`src/rtl/phase_tick_sequencer.sv`:
```
// phase_tick_sequencer: four-phase tick-timed sequencer with internal prescaler; define PHASE_SEQ_LOOP_EN for continuous looping.
module phase_tick_sequencer #(
  parameter int DIV = 50_000,
  parameter int DIV_W = 16,
  parameter int DW = 8
) (
  input  logic            clk_in,
  input  logic            rst_in,
  input  logic            start_in,
  input  logic            stop_in,
  input  logic [4*DW-1:0] dur_in,
  output logic            tick_out,
  output logic [1:0]      phase_out,
  output logic [3:0]      phase_oh_out,
  output logic [DW-1:0]   remain_out,
  output logic            busy_out,
  output logic            done_out
);
  typedef enum logic {IDLE, RUN} state_t;
  localparam logic [DIV_W-1:0] LAST = DIV_W'(DIV - 1);
  state_t state;
  logic [DIV_W-1:0] presc;
  logic [DW-1:0] sh [4];
  function automatic logic [DW-1:0] eff(input logic [DW-1:0] d);
    return d == '0 ? DW'(1) : d;
  endfunction
  assign busy_out = state == RUN;
  assign tick_out = busy_out && presc == LAST;
  assign phase_oh_out = busy_out ? 4'b0001 << phase_out : 4'b0000;
  always_ff @(posedge clk_in) begin
    if (rst_in) begin
      state <= IDLE;
      presc <= '0;
      phase_out <= '0;
      remain_out <= '0;
      done_out <= 1'b0;
    end else begin
      done_out <= 1'b0;
      if (state == IDLE) begin
        if (start_in && !stop_in) begin
          state <= RUN;
          presc <= '0;
          phase_out <= '0;
          remain_out <= eff(dur_in[DW-1:0]);
          for (int k = 0; k < 4; k++) sh[k] <= dur_in[k*DW +: DW];
        end
      end else if (stop_in) begin
        state <= IDLE;
        presc <= '0;
        phase_out <= '0;
        remain_out <= '0;
      end else begin
        presc <= tick_out ? '0 : presc + DIV_W'(1);
        if (tick_out) begin
          if (remain_out > DW'(1)) remain_out <= remain_out - DW'(1);
          else if (phase_out != 2'd3) begin
            phase_out <= phase_out + 2'd1;
            remain_out <= eff(sh[phase_out + 2'd1]);
          end else begin
            done_out <= 1'b1;
`ifdef PHASE_SEQ_LOOP_EN
            phase_out <= '0;
            remain_out <= eff(sh[0]);
`else
            state <= IDLE;
            presc <= '0;
            phase_out <= '0;
            remain_out <= '0;
`endif
          end
        end
      end
    end
  end
endmodule

```
`config.mk`:
```
export PLATFORM = sky130hd
export DESIGN_NAME = phase_tick_sequencer
export DESIGN_NICKNAME = d
export VERILOG_FILES = /design/src/rtl/phase_tick_sequencer.sv
export SDC_FILE = /design/constraint.sdc
export NUM_CORES = 1
export LEC_CHECK = 0
export ABC_CLOCK_PERIOD_IN_PS = 6450
export CAP_MARGIN = 20
export CELL_PAD_IN_SITES_DETAIL_PLACEMENT = 0
export CELL_PAD_IN_SITES_GLOBAL_PLACEMENT = 2
export CORE_UTILIZATION = 34
export CTS_CLUSTER_SIZE = 16
export DETAILED_ROUTE_END_ITERATION = 8
export GPL_ROUTABILITY_DRIVEN = 0
export PLACE_DENSITY = 0.78
export SLEW_MARGIN = 10
export SYNTH_ARGS = -nofsm -noshare
export SYNTH_HDL_FRONTEND = slang
export SYNTH_SLANG_ARGS = --single-unit
```
`constraint.sdc`:
```
create_clock -name clk_in -period 6.45 [get_ports clk_in]
set_clock_uncertainty 0.05 [all_clocks]
set_input_delay 0.9675 -clock clk_in [delete_from_list [all_inputs] [get_ports clk_in]]
set_output_delay 0.9675 -clock clk_in [all_outputs]
set_load 0.05 [all_outputs]
```
-- Yosys cells after proc, flatten, opt, wreduce, memory -nomap -nowiden
Memory sizes are Yosys's and may differ from the RTL's.
Cells that the tools add are included.
Widths: inputs -> output; s select.
- equality and inequality tests: 4
- multiplexer cells: 32
- shift operators: 1
- bitwise operators: 2
- reduce and logical (&&, ||, !) cells: 9
- magnitude comparators: 1
- $add $sub $neg: 3
- operator list (cell ; count):
    $mux 16 ; 7
    $mux 8 ; 8
    $add 16x1->16 const B ; 1
    $eq 16x16->1 const B ; 1
    $logic_not 8->1 ; 2
    $mux 2 ; 6
    $mux 1 ; 10
    $gt 8x1->1 const B ; 1
    $sub 8x1->8 const B ; 1
    $ne 3x3->1 const B ; 2
    $reduce_or 5->1 ; 1
    $mux 4 ; 1
    $shl 1x2->4 const A ; 1
    $reduce_and 3->1 ; 1
    $add 2x1->2 const B ; 1
    $logic_and 1x1->1 ; 2
    $ne 2x2->1 const B ; 1
    $not 1->1 ; 2
    $reduce_and 2->1 ; 1
    $reduce_bool 2->1 ; 1
    $logic_not 1->1 ; 1
- output and inout port bits: 17
- bits in registers: 28
- memories: 1
- word-level logic and storage cells: 58
- RAM bits: 32
- input port bits: 36
- memory list (memory ; depth ; bits a word ; read ports ; clocked after memory_dff ; write ports ; line ; RTL):
    sh ; 4 ; 8 ; 1 ; 0 ; 4 ; 23 ; logic [DW-1:0] sh [4];

-- Longest topological paths before layout
Gate-level depths: netlist (run 1).
An unclocked memory read counts as a cell.
- depth after elaboration: 9
- mapped depth: 9

-- Worst setup path before layout (run 1)
OpenSTA, ideal clock, no wires.
- path kind: in2reg
- start point: in rst_in
- end point: mem sh[0][0] (enable)
- data arrival time: 4.467 ns
- cell stages on the path: 1
- path slack: 1.415 ns
- path buffers: 0
- path through: nor4b_1
- RTL lines (item ; line ; RTL):
    start: declaration ; 8 ; input logic rst_in,
    end: declaration ; 23 ;

-- Worst setup path in the final report (run 1)
- start point: reg phase_out[0]
- end point: out phase_oh_out[2]
- cells in the longest elaborated chain, start to end: 2
- ends and longest elaborated chain (item ; line ; RTL):
    start: declaration ; 13 ; output logic [1:0] phase_out,
    start signal: assignment ; 57 ; phase_out <= phase_out + 2'd1;
    $shl 1x2->4 ; 29 ; assign phase_oh_out = busy_out ? 4'b0001 << phase_out : 4'b0000;
    $mux 4 ; 29 ;
    end: declaration ; 14 ; output logic [3:0] phase_oh_out,
Every way passes these cells.

==> results of run 1 <==
power groups by stage:
stage	registers, mW	clock network (mW)	logic [mW]
6_report	0.424	0.304	0.129
5_1_grt	0.426	0.333	0.140
4_1_cts	0.424	0.317	0.130
3_5_place_dp	0.433	0	0.129
3_3_place_gp	0.433	0	0.130
2_1_floorplan	0.446	0	0.0621
through the flow:
stage | cells | utilization (%)
4_1_cts | 437 | 45.2
3_5_place_dp | 421 | 43.1
3_3_place_gp | 421 | 43.1
6_report | 437 | 45.2
2_1_floorplan | 272 | -
5_1_grt | 437 | 45.2
worst max-delay path, stage by stage, from the launching register on:
cell	delay [ps]
dfxtp_1	780
inv_1	210
ha_1	250
and2_1	170
clkdlybuf4s50_1	700
path summary, 6_finish.rpt:
kind,startpoint,to,cells past startpoint
worst max-delay path,phase_out[0],phase_oh_out[2],4
worst min-delay path,presc[15],presc[15],1
worst max register to register,phase_out[0],remain_out[0],7
worst min register to register,presc[15],presc[15],1
flip-flops by register name (all words and copies together) (netlist names):
name / count
busy_out: 1
done_out: 1
phase_out: 2
presc: 16
remain_out: 8
sh: 32
kinds of logic (layout without fill, tap and decap cells):
logic type | after synthesis | count (layout) | synth area share (%)
xor gates and xnor gates | 5 | 5 | 1.49
and+or+nand+nor | 106 | 106 | 19.7
AOI/OAI and AO/OA | 64 | 64 | 14.4
DFF | 60 | 60 | 51.6
adders and majority gates | 7 | 7 | 2.97
buffers and inverters | 22 | 82 | 3.10
muxes | 8 | 8 | 6.75
routing by layer:
metal	wire length, µm	global-route usage [%]
met1	3730	26.8
met2	3150	26.0
met3	390	3.99
met4	78	7.20
met5	0	0
cells in the mapped netlist (3+ instances only):
cell,count
a21oi_1,19
o211ai_1,3
inv_1,12
a311oi_1,8
edfxtp_1,32
a211oi_1,4
nor3_1,10
xor2_1,3
and4_1,3
nand2_1,22
nand4_1,5
clkbuf_1,8
mux4_1,5
nor4b_1,3
a21o_1,3
dfxtp_1,28
nand2b_1,4
o21ai_0,13
nor2_1,24
nor4_1,5
ha_1,7
nand3_1,5
mux4_2,3
and2_1,7
final cells by class:
type | instances | area (µm²)
fillers | 791 | 4550
flip-flops and latches | 60 | 1520
multi-input cells | 190 | 1340
repair buffers | 54 | 536
well taps | 105 | 131
clock buffers | 9 | 124
clock inverters | 7 | 51.3
inverters | 12 | 45.0
==> flow_summary_export.csv, run 1 <==
group,metric,value,unit
final_layout,final_common_cell,"clkdlybuf4s50_1",
cts,insertion_delay,340,ps
timing,rsz0062_at_grt,"false",
timing,layout_setup_ws,3010,ps
pwr,internal_power,0.609,mW
routing,wl_per_cell,16.8,µm
logic_synthesis,postSynthCellCount,272,
logic_synthesis,yosys_warnings,0,
global_route,grt_pass1_wl,12100,µm
logic_synthesis,yosysTopAreaCell,"edfxtp_1",
floorplan,die_h,95.1,µm
critical_path,worstPathRequired,5430,ps
job,drv_cap,0,
min_path,min_path_type,"flip-flop to flip-flop",
pwr,power_density,228,mW/mm²
pwr,switching_share,29.0,%
timing,final.setup.tns,0,ps
global_route,antenna_found_initial,0,
cts,cts-resized-gates,0,
placed_design,place_area,0.00358,mm²
timing,worst_slew_pin_slew,990,ps
routing,dr.pass1.iters,4,
logic_synthesis,synth_area_leaders,"edfxtp_1 33%, dfxtp_1 19%, mux4_1 4.5%, a21oi_1 3.2%, nor2_1 3.1%",
timing,min_period,3440,ps
final_layout,antennaDiodeCount,0,
critical_path,worstSetupPathType,"flip-flop to output pin",
cts,clk_pin_slew,70,ps
pwr,irDropWorstVdd,0.103,mV
timing,fmax,0.290,GHz
pwr,p_leak,1.21,nW
final_layout,drive_gt1_share,8.73,%
routing,drtAntennaViolNets,0,
logic_synthesis,async_reset_ff_share,0,%
critical_path,crit_fanout,14,
cts,numCtsBuffers,9,
logic_synthesis,syn_area,0.00295,mm²
logic_synthesis,synth_edf_count,32,
critical_path,rrSetupSlack,3150,ps
placed_design,dp_slack,3090,ps
critical_path,end_kind,"output pin",
timing,slew-limit-headroom,33.8,%
global_route,grt_max_degree,34,
final_layout,final_cell_mix,"52 x clkdlybuf4s50_1, 32 x edfxtp_1, 28 x dfxtp_1",
pwr,p_sw,0.248,mW
logic_synthesis,syn_area_per_cell,10.8,µm²
global_route,track_usage,18.3,%
routing,via_per_inst,5.33,
global_route,grt_overflow,0,
routing,routed_wirelength,7350,µm
routing,dr_total_vias,2331,
floorplan,core_area,0.00830,mm²
routing,first_iter_violations,112,
final_layout,final_cell_area,0.00375,mm²
timing,final-setup-viol-count,0,
pwr,pwr-share-clk,35.5,%
placed_design,portBuffers,52,
floorplan,rows,33,
routing,drc,0,
timing,hold_viol,0,
timing,hold_slack,430,ps
status,outcome,"complete, no violations",
timing,post-route-period-util,53.4,%
cts,clock_path_buffers,2,
floorplan,die_area,0.00905,mm²
final_layout,nets,370,
cts,htree_levels,3,
logic_synthesis,ys_types,51,
logic_synthesis,synth_ff_type,"edfxtp_1",
critical_path,critPathArrivalTime,2430,ps
logic_synthesis,synth_top_area_share,32.6,%
global_route,first_global_vias,2277,
pwr,finalPower,0.857,mW
cts,cts_root_buf,"clkbuf_8",
logic_synthesis,ys_ff_latch,60,
placed_design,hpwl,5250,µm
logic_synthesis,ys_seq_area_share,51.6,%
floorplan,initial_core_util,35.5,%
pwr,pwr-share-comb,15.0,%
final_layout,areaGrowthSynthToFinish,27.2,%
pwr,p_seq_share,49.5,%
cts,hold_buffers,0,
logic_synthesis,synthesis.nets,315,
cts,tritoncts,"done",
timing,report.final.slew_viol_count,0,
floorplan,die_x,95.1,µm
floorplan,io_pins,53,
cts,numClockSinks,60,
critical_path,cp-start-kind,"flip-flop",
cts,cts_setup_buffers,0,
Power figures use the tool's default switching activity.
==> inputs of run 2 (changes only) <==
--- a/config.mk
+++ b/config.mk
@@ -5,7 +5,7 @@
 export SDC_FILE = /design/constraint.sdc
 export NUM_CORES = 1
 export LEC_CHECK = 0
-export ABC_CLOCK_PERIOD_IN_PS = 6450
+export ABC_CLOCK_PERIOD_IN_PS = 3450
 export CAP_MARGIN = 20
 export CELL_PAD_IN_SITES_DETAIL_PLACEMENT = 0
 export CELL_PAD_IN_SITES_GLOBAL_PLACEMENT = 2
==> constraint.sdc (replaced) <==
create_clock -name clk_in -period 3.45 [get_ports clk_in]
set_clock_uncertainty 0.05 [all_clocks]
set_input_delay 0.5175 -clock clk_in [delete_from_list [all_inputs] [get_ports clk_in]]
set_output_delay 0.5175 -clock clk_in [all_outputs]
set_load 0.05 [all_outputs]
==> run 2 against run 1 <==
Against the previous run: first-iteration DRC count rose by 33%; critical path type unchanged; count of clock-buffer cells in the layout did not move; non-clock buffer count rose by 4; global-route usage fell by 0.13 points; critical path depth rose by 1; combinational power rose by 94%; clock power rose by 91%; total power rose by 89%; worst setup slack got worse by 2500 ps; core utilization rose by 0.53 points; routed wire length rose by 1.6%.
==> flow_summary_export.csv, run 2 (synthesis results as in run 1) <==
group,metric,value,unit
status,outcome,"complete, no violations",
critical_path,end_kind,"output pin",
cts,numCtsBuffers,9,
timing,rsz0062_at_grt,"false",
global_route,grt_overflow,0,
global_route,antenna_found_initial,0,
routing,first_iter_violations,149,
critical_path,cp-start-kind,"flip-flop",
final_layout,antennaDiodeCount,0,
placed_design,place_area,0.00361,mm²
cts,numClockSinks,60,
critical_path,critPathLaunch,"presc[0]",
routing,met1_length,3660,µm
timing,slew-limit-headroom,45.7,%
job,drv_cap,0,
timing,hold_viol,0,
critical_path,rr_startpoint,"phase_out[1]",
final_layout,drive_gt1_share,10.1,%
routing,drtAntennaViolNets,0,
cts,clk_pin_slew,70,ps
cts,cts-resized-gates,0,
floorplan,die_area,0.00905,mm²
timing,worst_slew_pin_slew,810,ps
cts,clock_path_buffers,2,
final_layout,nets,374,
placed_design,hpwl,5370,µm
critical_path,crit_path_end,"tick_out",
final_layout,largest_reg_flops,32,
floorplan,io_pins,53,
final_layout,final_cell_mix,"52 x clkdlybuf4s50_1, 32 x edfxtp_1, 28 x dfxtp_1",
floorplan,initial_core_util,35.5,%
pwr,irDropWorstVdd,0.213,mV
cts,htree_levels,3,
min_path,min_path_type,"flip-flop to flip-flop",
floorplan,die_x,95.1,µm
pwr,p_leak,1.24,nW
routing,routed_wirelength,7470,µm
global_route,grt_max_degree,34,
final_layout,regMostFlops,"sh",
timing,final.setup.tns,0,ps
global_route,first_global_vias,2346,
floorplan,core_area,0.00830,mm²
timing,report.final.slew_viol_count,0,
floorplan,rows,33,
timing,min_period,2950,ps
global_route,grt_pass1_wl,12100,µm
routing,wl_per_cell,16.9,µm
critical_path,worstSetupPathType,"flip-flop to output pin",
placed_design,portBuffers,52,
pwr,power_density,428,mW/mm²
critical_path,rrSetupSlack,670,ps
timing,fmax,0.339,GHz
global_route,track_usage,18.2,%
final_layout,final_common_cell,"clkdlybuf4s50_1",
cts,hold_buffers,0,
timing,post-route-period-util,85.5,%
routing,met2WireLength,3240,µm
floorplan,die_h,95.1,µm
critical_path,crit_fanout,4,
final_layout,final_cell_area,0.00379,mm²
routing,routed.top_layer,"met4",
routing,drc,0,
routing,dr_total_vias,2400,
routing,wl_met3,496,µm
final_layout,largestRegisters,"sh x32, presc x16, remain_out x8",
critical_path,worstPathRequired,2880,ps
timing,final-setup-viol-count,0,
final_layout,areaGrowthSynthToFinish,28.7,%
critical_path,rr_endpoint,"remain_out[0]",
routing,via_per_inst,5.44,
cts,cts_setup_buffers,0,
cts,insertion_delay,340,ps
critical_path,critPathArrivalTime,2380,ps
critical_path,worstRegToRegCells,7,
cts,cts_root_buf,"clkbuf_8",
cts,tritoncts,"done",
routing,dr.pass1.iters,4,
run 2: through the flow:
stage          worst slack, ps  total power, mW  hold WS [ps]  utilization (%)  cells
6_report                   500             1.62           441             45.7    441
5_1_grt                    313             1.70           461             45.7    441
4_1_cts                    489             1.65           441             45.7    441
3_5_place_dp               573             1.06           426             43.6    425
3_3_place_gp               610             1.06           423             43.6    425
2_1_floorplan              262            0.950           391                -    272
run 2: metal layers:
metal	GRT usage (%)	up-vias
li1	-	1169
met1	25.9	1148
met2	26.7	77
met3	4.47	6
met4	6.44	0
met5	0	-
run 2: how the worst min path moves through the flow:
stage	depth (start not counted)	startpoint	to	slack [ps]
2_1_floorplan	1	presc[15]	presc[15]	390
3_3_place_gp	1	presc[15]	presc[15]	420
3_5_place_dp	1	presc[15]	presc[15]	430
4_1_cts	1	presc[15]	presc[15]	440
5_1_grt	1	presc[15]	presc[15]	460
6_report	1	presc[15]	presc[15]	440
run 2: final cells by class:
class,count,area [µm²]
well taps,105,131
flip-flops and latches,60,1520
clock inverters,7,56.3
clock buffers,9,124
inverters,12,45.0
multi-input cells,190,1350
repair buffers,58,566
fillers,793,4500
run 2: power by group:
part           internal, mW  total [mW]  leakage (nW)  switching [mW]
Combinational         0.103       0.250         0.626           0.146
Clock                 0.269       0.582        0.0906           0.314
Sequential            0.774       0.792         0.520          0.0176
Total                  1.15        1.62          1.24           0.477
run 2: critical path: stages (launching register included):
cell and delay, ps:
dfxtp_1 390, ha_1 210, and3_1 240, nand4_1 180
nor2_1 200, clkdlybuf4s50_1 820
